**config.mk**
```make
export PLATFORM = sky130hd
export DESIGN_NAME = spi_reg_ctrl
export DESIGN_NICKNAME = d
export VERILOG_FILES = /design/src/rtl/spi_pkg.sv /design/src/rtl/spi_rd_timer.sv /design/src/rtl/spi_reg_ctrl.sv
export SDC_FILE = /design/constraint.sdc
export NUM_CORES = 1
export LEC_CHECK = 0
export ABC_AREA = 1
export CORE_MARGIN = 2
export CORE_UTILIZATION = 30
export DETAILED_ROUTE_END_ITERATION = 8
export PLACE_DENSITY = 0.53
export SKIP_CTS_REPAIR_TIMING = 1
export SLEW_MARGIN = 20
export SYNTH_ARGS = -nofsm -noshare
export SYNTH_HDL_FRONTEND = slang
export SYNTH_HIERARCHICAL = 1
export SYNTH_SLANG_ARGS = --single-unit
```
**constraint.sdc**
```tcl
create_clock -name clk50m -period 3.8 [get_ports clk50m]
set_clock_uncertainty 0.05 [all_clocks]
set_input_delay 0.95 -clock clk50m [delete_from_list [all_inputs] [get_ports clk50m]]
set_output_delay 0.95 -clock clk50m [all_outputs]
set_load 0.005 [all_outputs]
```
**src/rtl/spi_pkg.sv**
```systemverilog
// -----------------------------------------------------------------------------
// spi_pkg
// Shared definitions for the SPI register-access controller: the transaction
// FSM state encoding, the command-byte write flag position and the default
// byte returned to the master when a register read times out.
// -----------------------------------------------------------------------------
package spi_pkg;

    typedef enum logic [2:0] {
        IDLE    = 3'd0,
        CMD     = 3'd1,
        WR      = 3'd2,
        RD_REQ  = 3'd3,
        RD_WAIT = 3'd4,
        RD_DATA = 3'd5
    } state_t;

    // Bit of the command byte that selects write (1) or read (0).
    localparam int CMD_WR_BIT = 7;

    // Byte shifted out on MISO when a register read is abandoned.
    localparam logic [7:0] ERR_BYTE_DEF = 8'hFF;

endpackage

```
**src/rtl/spi_rd_timer.sv**
```systemverilog
// -----------------------------------------------------------------------------
// spi_rd_timer
// Loadable down-counter that bounds how long a register read may wait for its
// acknowledge. Loaded while the read request is issued, it counts down while
// the controller waits and flags expiry on the last permitted wait cycle, so
// exactly TIMEOUT wait cycles are available for the acknowledge.
//
// Ports:
//   clk50m  in   system clock
//   rst_n   in   asynchronous reset, active-high (legacy name)
//   load    in   reload the counter with TIMEOUT
//   en      in   count down (controller is waiting for an ack)
//   expire  out  last wait cycle reached without an ack
// -----------------------------------------------------------------------------
module spi_rd_timer #(
    parameter int TIMEOUT = 16
) (
    input  logic clk50m,
    input  logic rst_n,
    input  logic load,
    input  logic en,
    output logic expire
);

    localparam int CW = $clog2(TIMEOUT + 1);

    logic [CW-1:0] count;

    always_ff @(posedge clk50m or posedge rst_n) begin
        if (rst_n) begin
            count <= '0;
        end else if (load) begin
            count <= CW'(TIMEOUT);
        end else if (en && count != '0) begin
            count <= count - CW'(1);
        end
    end

    assign expire = en && (count == CW'(1));

endmodule

```
**src/rtl/spi_reg_ctrl.sv**
```systemverilog
// -----------------------------------------------------------------------------
// spi_reg_ctrl
// Transaction controller behind the SPI slave byte shifter. The first byte of
// every chip-select frame is a command (bit7 = write, low bits = start
// address); following bytes are either written to the register bus or act as
// dummy bytes while prefetched read data is offered on MISO. The address
// auto-increments and wraps modulo 2^ADDR_W.
//
// Ports:
//   clk50m       in   system clock, 50 MHz
//   rst_n        in   asynchronous reset, active-high despite the legacy name
//   cs_act       in   synchronized chip-select, 1 = frame open
//   rx_valid     in   one-cycle pulse, rx_data holds a complete byte
//   rx_data      in   received byte
//   tx_data      out  byte the shifter loads for the next MISO byte
//   tx_valid     out  tx_data holds fresh read data
//   reg_wr_en    out  one-cycle register write strobe
//   reg_rd_en    out  one-cycle register read request
//   reg_addr     out  register address
//   reg_wdata    out  register write data
//   reg_rd_ack   in   one-cycle pulse, reg_rdata valid
//   reg_rdata    in   register read data
//   busy         out  frame in progress
//   err_timeout  out  sticky: a read ack timed out (cleared at frame start)
//   err_underrun out  sticky: byte arrived while a read was pending
//   byte_cnt     out  bytes received in this frame, saturating at 255
// -----------------------------------------------------------------------------
module spi_reg_ctrl
    import spi_pkg::*;
#(
    parameter int         ADDR_W   = 7,
    parameter int         TIMEOUT  = 16,
    parameter logic [7:0] ERR_BYTE = ERR_BYTE_DEF
) (
    input  logic              clk50m,
    input  logic              rst_n,
    input  logic              cs_act,
    input  logic              rx_valid,
    input  logic [7:0]        rx_data,
    output logic [7:0]        tx_data,
    output logic              tx_valid,
    output logic              reg_wr_en,
    output logic              reg_rd_en,
    output logic [ADDR_W-1:0] reg_addr,
    output logic [7:0]        reg_wdata,
    input  logic              reg_rd_ack,
    input  logic [7:0]        reg_rdata,
    output logic              busy,
    output logic              err_timeout,
    output logic              err_underrun,
    output logic [7:0]        byte_cnt
);

    state_t            state;
    logic              cs_d;
    logic [ADDR_W-1:0] addr;
    logic              rd_expire;

    spi_rd_timer #(.TIMEOUT(TIMEOUT)) u_rd_timer (
        .clk50m (clk50m),
        .rst_n  (rst_n),
        .load   (state == RD_REQ),
        .en     (state == RD_WAIT),
        .expire (rd_expire)
    );

    // The read request is decoded from state: RD_REQ always lasts exactly one
    // cycle, so the strobe is one cycle wide and can never overlap reg_wr_en,
    // which only fires in WR.
    assign reg_rd_en = (state == RD_REQ);
    assign reg_addr  = addr;
    assign busy      = (state != IDLE);

    // NOTE: all state here is updated with non-blocking assignments so every
    // branch sees the pre-edge values (e.g. the addr increment keyed off the
    // previous cycle's reg_wr_en).
    always_ff @(posedge clk50m or posedge rst_n) begin
        if (rst_n) begin
            state        <= IDLE;
            cs_d         <= 1'b0;
            addr         <= '0;
            tx_data      <= 8'h00;
            tx_valid     <= 1'b0;
            reg_wr_en    <= 1'b0;
            reg_wdata    <= 8'h00;
            err_timeout  <= 1'b0;
            err_underrun <= 1'b0;
            byte_cnt     <= 8'h00;
        end else begin
            cs_d      <= cs_act;
            reg_wr_en <= 1'b0;

            if (state != IDLE && !cs_act) begin
                // Frame closed: drop any pending read and discard a byte
                // landing in this cycle. Error flags and byte_cnt hold.
                state    <= IDLE;
                tx_valid <= 1'b0;
                tx_data  <= 8'h00;
            end else begin
                if (state != IDLE && rx_valid && byte_cnt != 8'hFF) begin
                    byte_cnt <= byte_cnt + 8'd1;
                end

                case (state)
                    IDLE: begin
                        if (cs_act && !cs_d) begin
                            state        <= CMD;
                            err_timeout  <= 1'b0;
                            err_underrun <= 1'b0;
                            byte_cnt     <= 8'h00;
                        end
                    end

                    CMD: begin
                        if (rx_valid) begin
                            addr  <= rx_data[ADDR_W-1:0];
                            state <= rx_data[CMD_WR_BIT] ? WR : RD_REQ;
                        end
                    end

                    WR: begin
                        if (rx_valid) begin
                            reg_wr_en <= 1'b1;
                            reg_wdata <= rx_data;
                        end
                        // Advance only once the strobe has presented the
                        // current address on the bus.
                        if (reg_wr_en) begin
                            addr <= addr + ADDR_W'(1);
                        end
                    end

                    RD_REQ: begin
                        state <= RD_WAIT;
                        if (rx_valid) begin
                            err_underrun <= 1'b1;
                        end
                    end

                    RD_WAIT: begin
                        if (rx_valid) begin
                            err_underrun <= 1'b1;
                        end
                        if (reg_rd_ack) begin
                            tx_data  <= reg_rdata;
                            tx_valid <= 1'b1;
                            addr     <= addr + ADDR_W'(1);
                            state    <= RD_DATA;
                        end else if (rd_expire) begin
                            tx_data     <= ERR_BYTE;
                            tx_valid    <= 1'b1;
                            err_timeout <= 1'b1;
                            addr        <= addr + ADDR_W'(1);
                            state       <= RD_DATA;
                        end
                    end

                    RD_DATA: begin
                        // The master has clocked out the prefetched byte;
                        // start fetching the next address.
                        if (rx_valid) begin
                            tx_valid <= 1'b0;
                            state    <= RD_REQ;
                        end
                    end

                    default: state <= IDLE;
                endcase
            end
        end
    end

endmodule

```
Word-level counts from Yosys, hierarchy flattened
Cells that the tools add are included.
{ "classes": {"n_eq_ne": 19, "muxes": 35, "bitwise_logic": 1, "reduce_logical": 26, "n_addsub": 3} }
{ "ops": {"columns": ["operator", "n"], "rows": [
  ["2-to-1 mux 8 bit", 7],
  ["2-to-1 mux 7 bit", 4],
  ["one-hot mux 7 bit (3 select lines)", 1],
  ["2-to-1 mux 3 bit", 6],
  ["one-hot mux 3 bit (6 select lines)", 1],
  ["AND reduction 5 bit", 3],
  ["!= test 2 bit (second input constant)", 6],
  ["!= test 3 bit (second input constant)", 4],
  ["nonzero test 3 bit", 4],
  ["2-to-1 mux 1 bit", 11],
  ["2-to-1 mux 5 bit", 2],
  ["adder 8 x 1 -> 8 bit (second input constant)", 1],
  ["!= test 8 bit (second input constant)", 1],
  ["nonzero test 2 bit", 4],
  ["adder 7 x 1 -> 7 bit (second input constant)", 1],
  ["equality test 3 x 2 -> 1 bit (second input constant)", 2],
  ["equality test 3 bit (second input constant)", 2],
  ["logical AND 1 bit", 6],
  ["one-hot mux 1 bit (2 select lines)", 3],
  ["AND reduction 3 bit", 2],
  ["equality test 5 x 1 -> 1 bit (second input constant)", 1],
  ["nonzero test 5 bit", 1],
  ["subtractor 5 x 1 -> 5 bit (second input constant)", 1],
  ["!= test 4 bit (second input constant)", 1],
  ["other kinds (8)", 9]
]} }
{ "totals": {"inputBits": 21, "out_inout_bits": 37, "elab_cells": 95, "ff_bits": 44} }

Longest topological paths before layout
Gate-level depths: netlist of the first run.
{ "logic_depth": {"depth_word": 6, "depth_mapped": 12, "ltp_nobuf": 12} }

By module
The synthesis of the first run kept the hierarchy.
{ "by_module_without_submodules": {"columns": ["module", "seq_area_each_um2", "area_per_inst_um2", "cells_each", "n_inst"], "rows": [
  ["spi_reg_ctrl", 975.9, 2144.6, 297, 1],
  ["spi_rd_timer", 125.1, 320.3, 42, 1]
]} }

Least setup slack after synthesis of the first run
Ideal clock, no wire load.
{ "synth_timing": {"path_type": "reg2reg", "startpoint": "register state[1]", "endpoint": "register addr[3] (netlist: reg_addr[3])", "t_required_ps": 3633, "path_buffers": 0, "setup_ps": 117, "t_arrival_ps": 1706, "slack_ps": 1928, "path_stages_with_launch": 13, "synth_period_minus_slack_ps": 1872, "path_cell_list": "dfrtp_1 > nor2_4 > nand2_4 > inv_2 > nand2_1 > nor4_1 > nor2_1 > inv_1 > nand2_1 > nand2_1 > nand3_1 > nand2_1 > nand2_1"} }
{ "synth_between": {"elab_chain_cells": 4, "word_cells_on_any_way": 13, "classes_between": "eq/ne: 6; mux: 1; bitwise: 1; reduce/logical: 5"} }
{ "synth_lines": {"columns": ["element", "line_no", "rtl"], "rows": [
  ["from (decl)", "spi_reg_ctrl.sv:54", "state_t state;"],
  ["from (signal assigned)", "spi_reg_ctrl.sv:117", "state <= rx_data[CMD_WR_BIT] ? WR : RD_REQ;"],
  ["equality test 3 bit", "spi_reg_ctrl.sv:63", ".en (state == RD_WAIT),"],
  ["logical AND 1 bit", "spi_rd_timer.sv:39", "assign expire = en && (count == CW'(1));"],
  ["net rd_expire", "spi_reg_ctrl.sv:57", "logic rd_expire;"],
  ["!= test 3 bit (no line)", null, null],
  ["AND reduction 5 bit (no line)", null, null],
  ["to (signal assigned)", "spi_reg_ctrl.sv:116", "addr <= rx_data[ADDR_W-1:0];"],
  ["to (signal assigned)", "spi_reg_ctrl.sv:129", "addr <= addr + ADDR_W'(1);"],
  ["to (signal assigned)", "spi_reg_ctrl.sv:147", "addr <= addr + ADDR_W'(1);"],
  ["to (decl)", "spi_reg_ctrl.sv:56", "logic [ADDR_W-1:0] addr;"]
]} }
The timed path passes the listed nets, and every way through them passes these cells.
A chain may end at the register's enable or synchronous reset.

Worst setup path after layout of the first run
{ "layout_timing": {"startpoint": "register state[1]", "endpoint": "output reg_rd_en"} }
{ "layout_between": {"elab_chain_cells": 1} }
{ "layout_lines": {"columns": ["element", "line_no", "rtl"], "rows": [
  ["equality test 3 x 2 -> 1 bit", "spi_reg_ctrl.sv:70", "assign reg_rd_en = (state == RD_REQ);"],
  ["to (decl)", "spi_reg_ctrl.sv:43", "output logic reg_rd_en,"]
]} }
No other way between the ends.

==> results of run 1 <==
-- flip-flops by register name, indices dropped and copies added (netlist names) --
register / flops
byte_cnt: 8
reg_wdata: 8
tx_data: 8
reg_addr: 7
u_rd_timer/count: 5
state: 3
cs_d: 1
err_timeout: 1
err_underrun: 1
reg_wr_en: 1
tx_valid: 1
-- power groups by stage --
stage          Combinational, W  Clock, W  Sequential, W
3_5_place_dp            0.00117         0       0.000845
4_1_cts                 0.00117  0.000333       0.000841
3_3_place_gp            0.00116         0       0.000848
6_report                0.00115  0.000315       0.000842
5_1_grt                 0.00132  0.000349       0.000875
2_1_floorplan          0.000689         0       0.000826
-- logic make-up after synthesis --
| kind of cell | count (synthesis) | synth area share [%] |
|---|---|---|
| AOI/OAI and AO/OA | 39 | 8.43 |
| xor gates and xnor gates | 3 | 1.07 |
| adders and majority gates | 4 | 2.03 |
| buffers and inverters | 48 | 7.97 |
| DFF | 44 | 44.7 |
| and+or+nand+nor | 201 | 35.8 |
-- per-layer routing --
metal | vias up | share of wire [%] | wire, um
met5 | - | 0 | 0
met4 | 0 | 0.94 | 57
met3 | 4 | 6.9 | 419
met2 | 63 | 44 | 2650
met1 | 1015 | 48 | 2930
li1 | 1187 | - | -
-- final cells by class --
type | count | share of cell area [%]
inverter | 43 | 5.02
sequential | 44 | 34.0
multi-input combinational | 247 | 36.1
timing repair buffer | 58 | 17.9
tap | 105 | 4.06
clock buffer | 6 | 2.55
clock inverter | 2 | 0.464
-- synth_stat cells (all sizes together) --
library cell | number | share of area, %
clkinv | 1 | 0.20
o21ai | 33 | 7.0
nand4 | 3 | 0.76
inv | 42 | 6.4
xor2 | 1 | 0.36
a21oi | 4 | 0.81
dfrtp | 44 | 45
xnor2 | 2 | 0.71
ha | 4 | 2.0
buf | 5 | 1.4
nor2 | 39 | 7.0
a21boi | 1 | 0.30
nand3b | 2 | 0.76
nand3 | 31 | 6.7
nor4 | 1 | 0.25
nand2 | 121 | 20
o21bai | 1 | 0.30
nor3 | 3 | 0.61
or2 | 1 | 0.25
-- per-stage QoR --
step / cells / setup slack, ns
after global placement: 497 / 1.01
final: 505 / 0.953
after CTS: 505 / 0.922
after detailed placement: 497 / 0.961
after floorplan: 339 / 1.91
after global routing: 505 / 0.830
-- critical path, stage by stage, from the launching register on --
cell	delay (ns)
dfrtp_1	0.53
nand2_1	0.09
nor2_1	0.35
clkdlybuf4s50_1	0.58
-- worst paths after layout --
path	start	end	slack, ns
setup / recovery	state[1]$_DFFE_PP0P_	reg_rd_en	0.95
hold / removal	tx_valid$_DFFE_PP0P_	tx_valid$_DFFE_PP0P_	0.44
setup reg to reg	state[1]$_DFFE_PP0P_	reg_addr[6]$_DFFE_PP0P_	1.44
hold reg to reg	tx_valid$_DFFE_PP0P_	tx_valid$_DFFE_PP0P_	0.44
max in group asynchronous	rst_n	byte_cnt[5]$_DFFE_PP0N_	2.28
min in group asynchronous	rst_n	u_rd_timer/count[3]$_DFFE_PP0P_	0.83
==> impl_metrics.tcl, run 1 <==
set metrics [dict create \
    first_pass_iters 4 \
    ant_nets 0 \
    clk_latency_ns 0.30 \
    finalCritPeriodShare_pct 74.9 \
    avgSynthCellArea_sq_um 7.27 \
    arrival_ns 1.85 \
    grt_start_max_net_pins 40 \
    core_sq_mm 0.00809 \
    seqCellArea_sq_mm 0.00110 \
    leakagePower_nw 1.58 \
    syn_inst 339 \
    rows 33 \
    placed_area_sq_mm 0.00314 \
    grt_pass1_wl_mm 10.3 \
    power_switching_w 0.000943 \
    seq_power_share_pct 36.4 \
    synthesis.nets 364 \
    multiInputGateArea_sq_mm 0.00117 \
    endpoint_kind "primary output" \
    grtUsageMet1_pct 19.8 \
    setup_viol 0 \
    combinationalPowerShare_pct 50.0 \
    min-delay-path-class "reg -> reg" \
    slew_headroom_pct 59.2 \
    final.fill_count 880 \
    max-clock-path-buffers 2 \
    numCtsBuffers 5 \
    dp_hpwl_mm 4.43 \
    startpoint_type "flip-flop" \
    synth_area_sq_mm 0.00246 \
    ir_drop_uv 267 \
    grt_pass1_vias 2200 \
    status "completed" \
    rsz0062_at_grt "no" \
    synth_seq_cells 44 \
    diodes 0 \
    internal_power_w 0.00137 \
    yosysWarnings 6 \
    routedWlPerCell_um 12.0 \
    final_common_cell "nand2_1" \
    finalCriticalPeriod_ns 2.85 \
    yosysUniqueCellTypes 30 \
    drcViolationCount 0 \
    switching_share_pct 40.8 \
    die_height_um 94.6 \
    layout_common_cells "nand2_1, clkdlybuf4s50_1, dfrtp_1" \
    gr-total-overflow 0 \
    final_max_slew_viol_count 0 \
    hold_viol 0 \
    cts.clk_slew.worst_paths_ns 0.08 \
    cp_max_fo 6 \
    die_x_um 94.6 \
    grtUsageMet2_pct 22.8 \
    power.density_mw_per_mm2 714 \
    drtIter0Drc 101 \
    grt.busiest_layer "met2" \
    p_clk_share_pct 13.6 \
    wirelength_mm 6.06 \
    cts_sinks 44 \
    ys_seq_area_share_pct 44.7 \
    antenna_found_initial 0 \
    tns_ns 0 \
    max_freq_mhz 351 \
    hold-path-cell-count 2 \
    clockRootBuffer "clkbuf_8" \
    area_growth_pct 31.4 \
    start_util_pct 30.5 \
    worstMarginPinSlew_ns 0.612 \
    setup.worst_path.class "reg -> out" \
    htreeDepth 2 \
    max_cap_violations 0 \
    whs_ns 0.443 \
    finish.utilization_pct 40.0 \
    tritoncts "done" \
    reg2reg_depth 12 \
    finalPower_w 0.00231 \
    gp_congestion 0.867 \
    dieArea_sq_mm 0.00896 \
    pin_count 58 \
    nets 424 \
    gr-usage-all-layers_pct 14.6 \
    cp.required_ns 2.80 \
    vias 2269 \
    final_cell_area_sq_mm 0.00324 \
    grtUsageMet3_pct 4.39 \
    drive_gt1_share_pct 8.00 \
    io_buffers 57 \
    routed_via_density 4.49 \
]
Power figures use the tool's default switching activity.
==> inputs of run 2 (changes only) <==
==> constraint.sdc (replaced) <==
create_clock -name clk50m -period 2.95 [get_ports clk50m]
set_clock_uncertainty 0.05 [all_clocks]
set_input_delay 0.7375 -clock clk50m [delete_from_list [all_inputs] [get_ports clk50m]]
set_output_delay 0.7375 -clock clk50m [all_outputs]
set_load 0.005 [all_outputs]
==> run 2 against run 1 <==
Net effect:
- via count is 1.1% higher
- final cell count is 0.40% higher
- total power grew 28%
- combinational power up 32%
- final area about the same
- critical endpoint unchanged
- clock power rose by 14%
- worst setup slack got worse by 0.36 ns
- sequential power up 27%
- critical path depth unchanged
==> impl_metrics.tcl, run 2 (synthesis results as in run 1) <==
set metrics [dict create \
    reg_top3 "byte_cnt x8, reg_wdata x8, tx_data x8" \
    gp_congestion 0.885 \
    dpl.cell_count 500 \
    leakagePower_nw 1.60 \
    dp_slack_ns 0.616 \
    hold_viol 0 \
    seqCellArea_sq_mm 0.00110 \
    cts_sinks 44 \
    finalCriticalPeriod_ns 2.36 \
    die_x_um 94.6 \
    tns_ns 0 \
    gr-total-overflow 0 \
    gr-usage-all-layers_pct 14.5 \
    dp_hpwl_mm 4.56 \
    grt_start_max_net_pins 40 \
    htreeDepth 2 \
    clockRootBuffer "clkbuf_8" \
    final_max_slew_viol_count 0 \
    final_common_cell "nand2_1" \
    setup_viol 0 \
    clk_latency_ns 0.29 \
    worstMarginPinSlew_ns 0.615 \
    cts.clk_slew.worst_paths_ns 0.08 \
    cp_max_fo 6 \
    final.fill_count 882 \
    layout_common_cells "nand2_1, clkdlybuf4s50_1, dfrtp_1" \
    fin_cells 507 \
    tritoncts "done" \
    power.density_mw_per_mm2 911 \
    core_sq_mm 0.00809 \
    numCtsBuffers 5 \
    startpoint_type "flip-flop" \
    max_cap_violations 0 \
    area_growth_pct 31.5 \
    die_height_um 94.6 \
    min-delay-path-class "reg -> reg" \
    nets 427 \
    slew_headroom_pct 59.0 \
    pin_count 58 \
    max_freq_mhz 424 \
    wirelength_mm 6.09 \
    rows 33 \
    routed_via_density 4.52 \
    ir_drop_uv 377 \
    drtIter0Drc 88 \
    arrival_ns 1.57 \
    r2r_slack_ns 0.80 \
    dieArea_sq_mm 0.00896 \
    ant_nets 0 \
    endpoint_kind "primary output" \
    finalCritPeriodShare_pct 79.9 \
    worst_slack_ns 0.593 \
    first_pass_iters 5 \
    drcViolationCount 0 \
    vias 2294 \
    grt_pass1_vias 2229 \
    grt_pass1_wl_mm 10.4 \
    antenna_found_initial 0 \
    routedWlPerCell_um 12.0 \
    diodes 0 \
    whs_ns 0.427 \
    status "completed" \
    setup.worst_path.class "reg -> out" \
    cp.required_ns 2.16 \
    multiInputGateArea_sq_mm 0.00117 \
    start_util_pct 30.5 \
    drive_gt1_share_pct 8.21 \
    io_buffers 57 \
    max-clock-path-buffers 2 \
    rsz0062_at_grt "no" \
]
run 2: cell count changes in the layout (fill, tap and decap cells not counted):
cell,delta
clkinv_2,+1
buf_4,+3
clkbuf_8,-1
clkinvlp_4,-2
clkbuf_1,+1
run 2: path summary, 6_finish.rpt:
path	start	to	depth (start not counted)
worst min-delay path	tx_valid$_DFFE_PP0P_	tx_valid$_DFFE_PP0P_	2
min in group asynchronous	rst_n	u_rd_timer/count[0]$_DFFE_PP0P_	2
worst min register to register	tx_valid$_DFFE_PP0P_	tx_valid$_DFFE_PP0P_	2
worst max register to register	state[1]$_DFFE_PP0P_	reg_addr[2]$_DFFE_PP0P_	12
worst max-delay path	state[1]$_DFFE_PP0P_	reg_rd_en	3
max in group asynchronous	rst_n	byte_cnt[2]$_DFFE_PP0N_	3
run 2: through the flow:
stage	instance area, sq um	total power, W	utilization [%]
after CTS	3240	0.00300	40.0
final	3240	0.00295	40.0
after global placement	3160	0.00261	39.1
after floorplan	2460	0.00195	-
after global routing	3240	0.00325	40.0
after detailed placement	3160	0.00262	39.1
run 2: cell type report:
cell class	instances	area share, %
multi-input combinational	247	36.0
tap	105	4.05
inverter	43	5.02
timing repair buffer	61	18.5
clock inverter	1	0.154
clock buffer	6	2.24
sequential	44	34.0
run 2: power breakdown:
part / total, W / switching [W] / internal, W
clock network: 0.000358 / 0.000197 / 0.000161
logic: 0.00152 / 0.000785 / 0.000735
registers: 0.00107 / 0.000224 / 0.000850
run 2: per-layer routing:
| metal | wire length (um) | GRT usage (%) | share of wire, % |
|---|---|---|---|
| met2 | 2750 | 23.9 | 45 |
| met4 | 51 | 3.26 | 0.84 |
| met1 | 2830 | 19.2 | 46 |
| met5 | 0 | 0 | 0 |
| met3 | 459 | 3.75 | 7.5 |
run 2: critical path, stage by stage, from the launching register on:
cell             delay, ns
dfrtp_1               0.52
nand2_1               0.09
nor2_1                0.15
clkdlybuf4s50_1       0.52
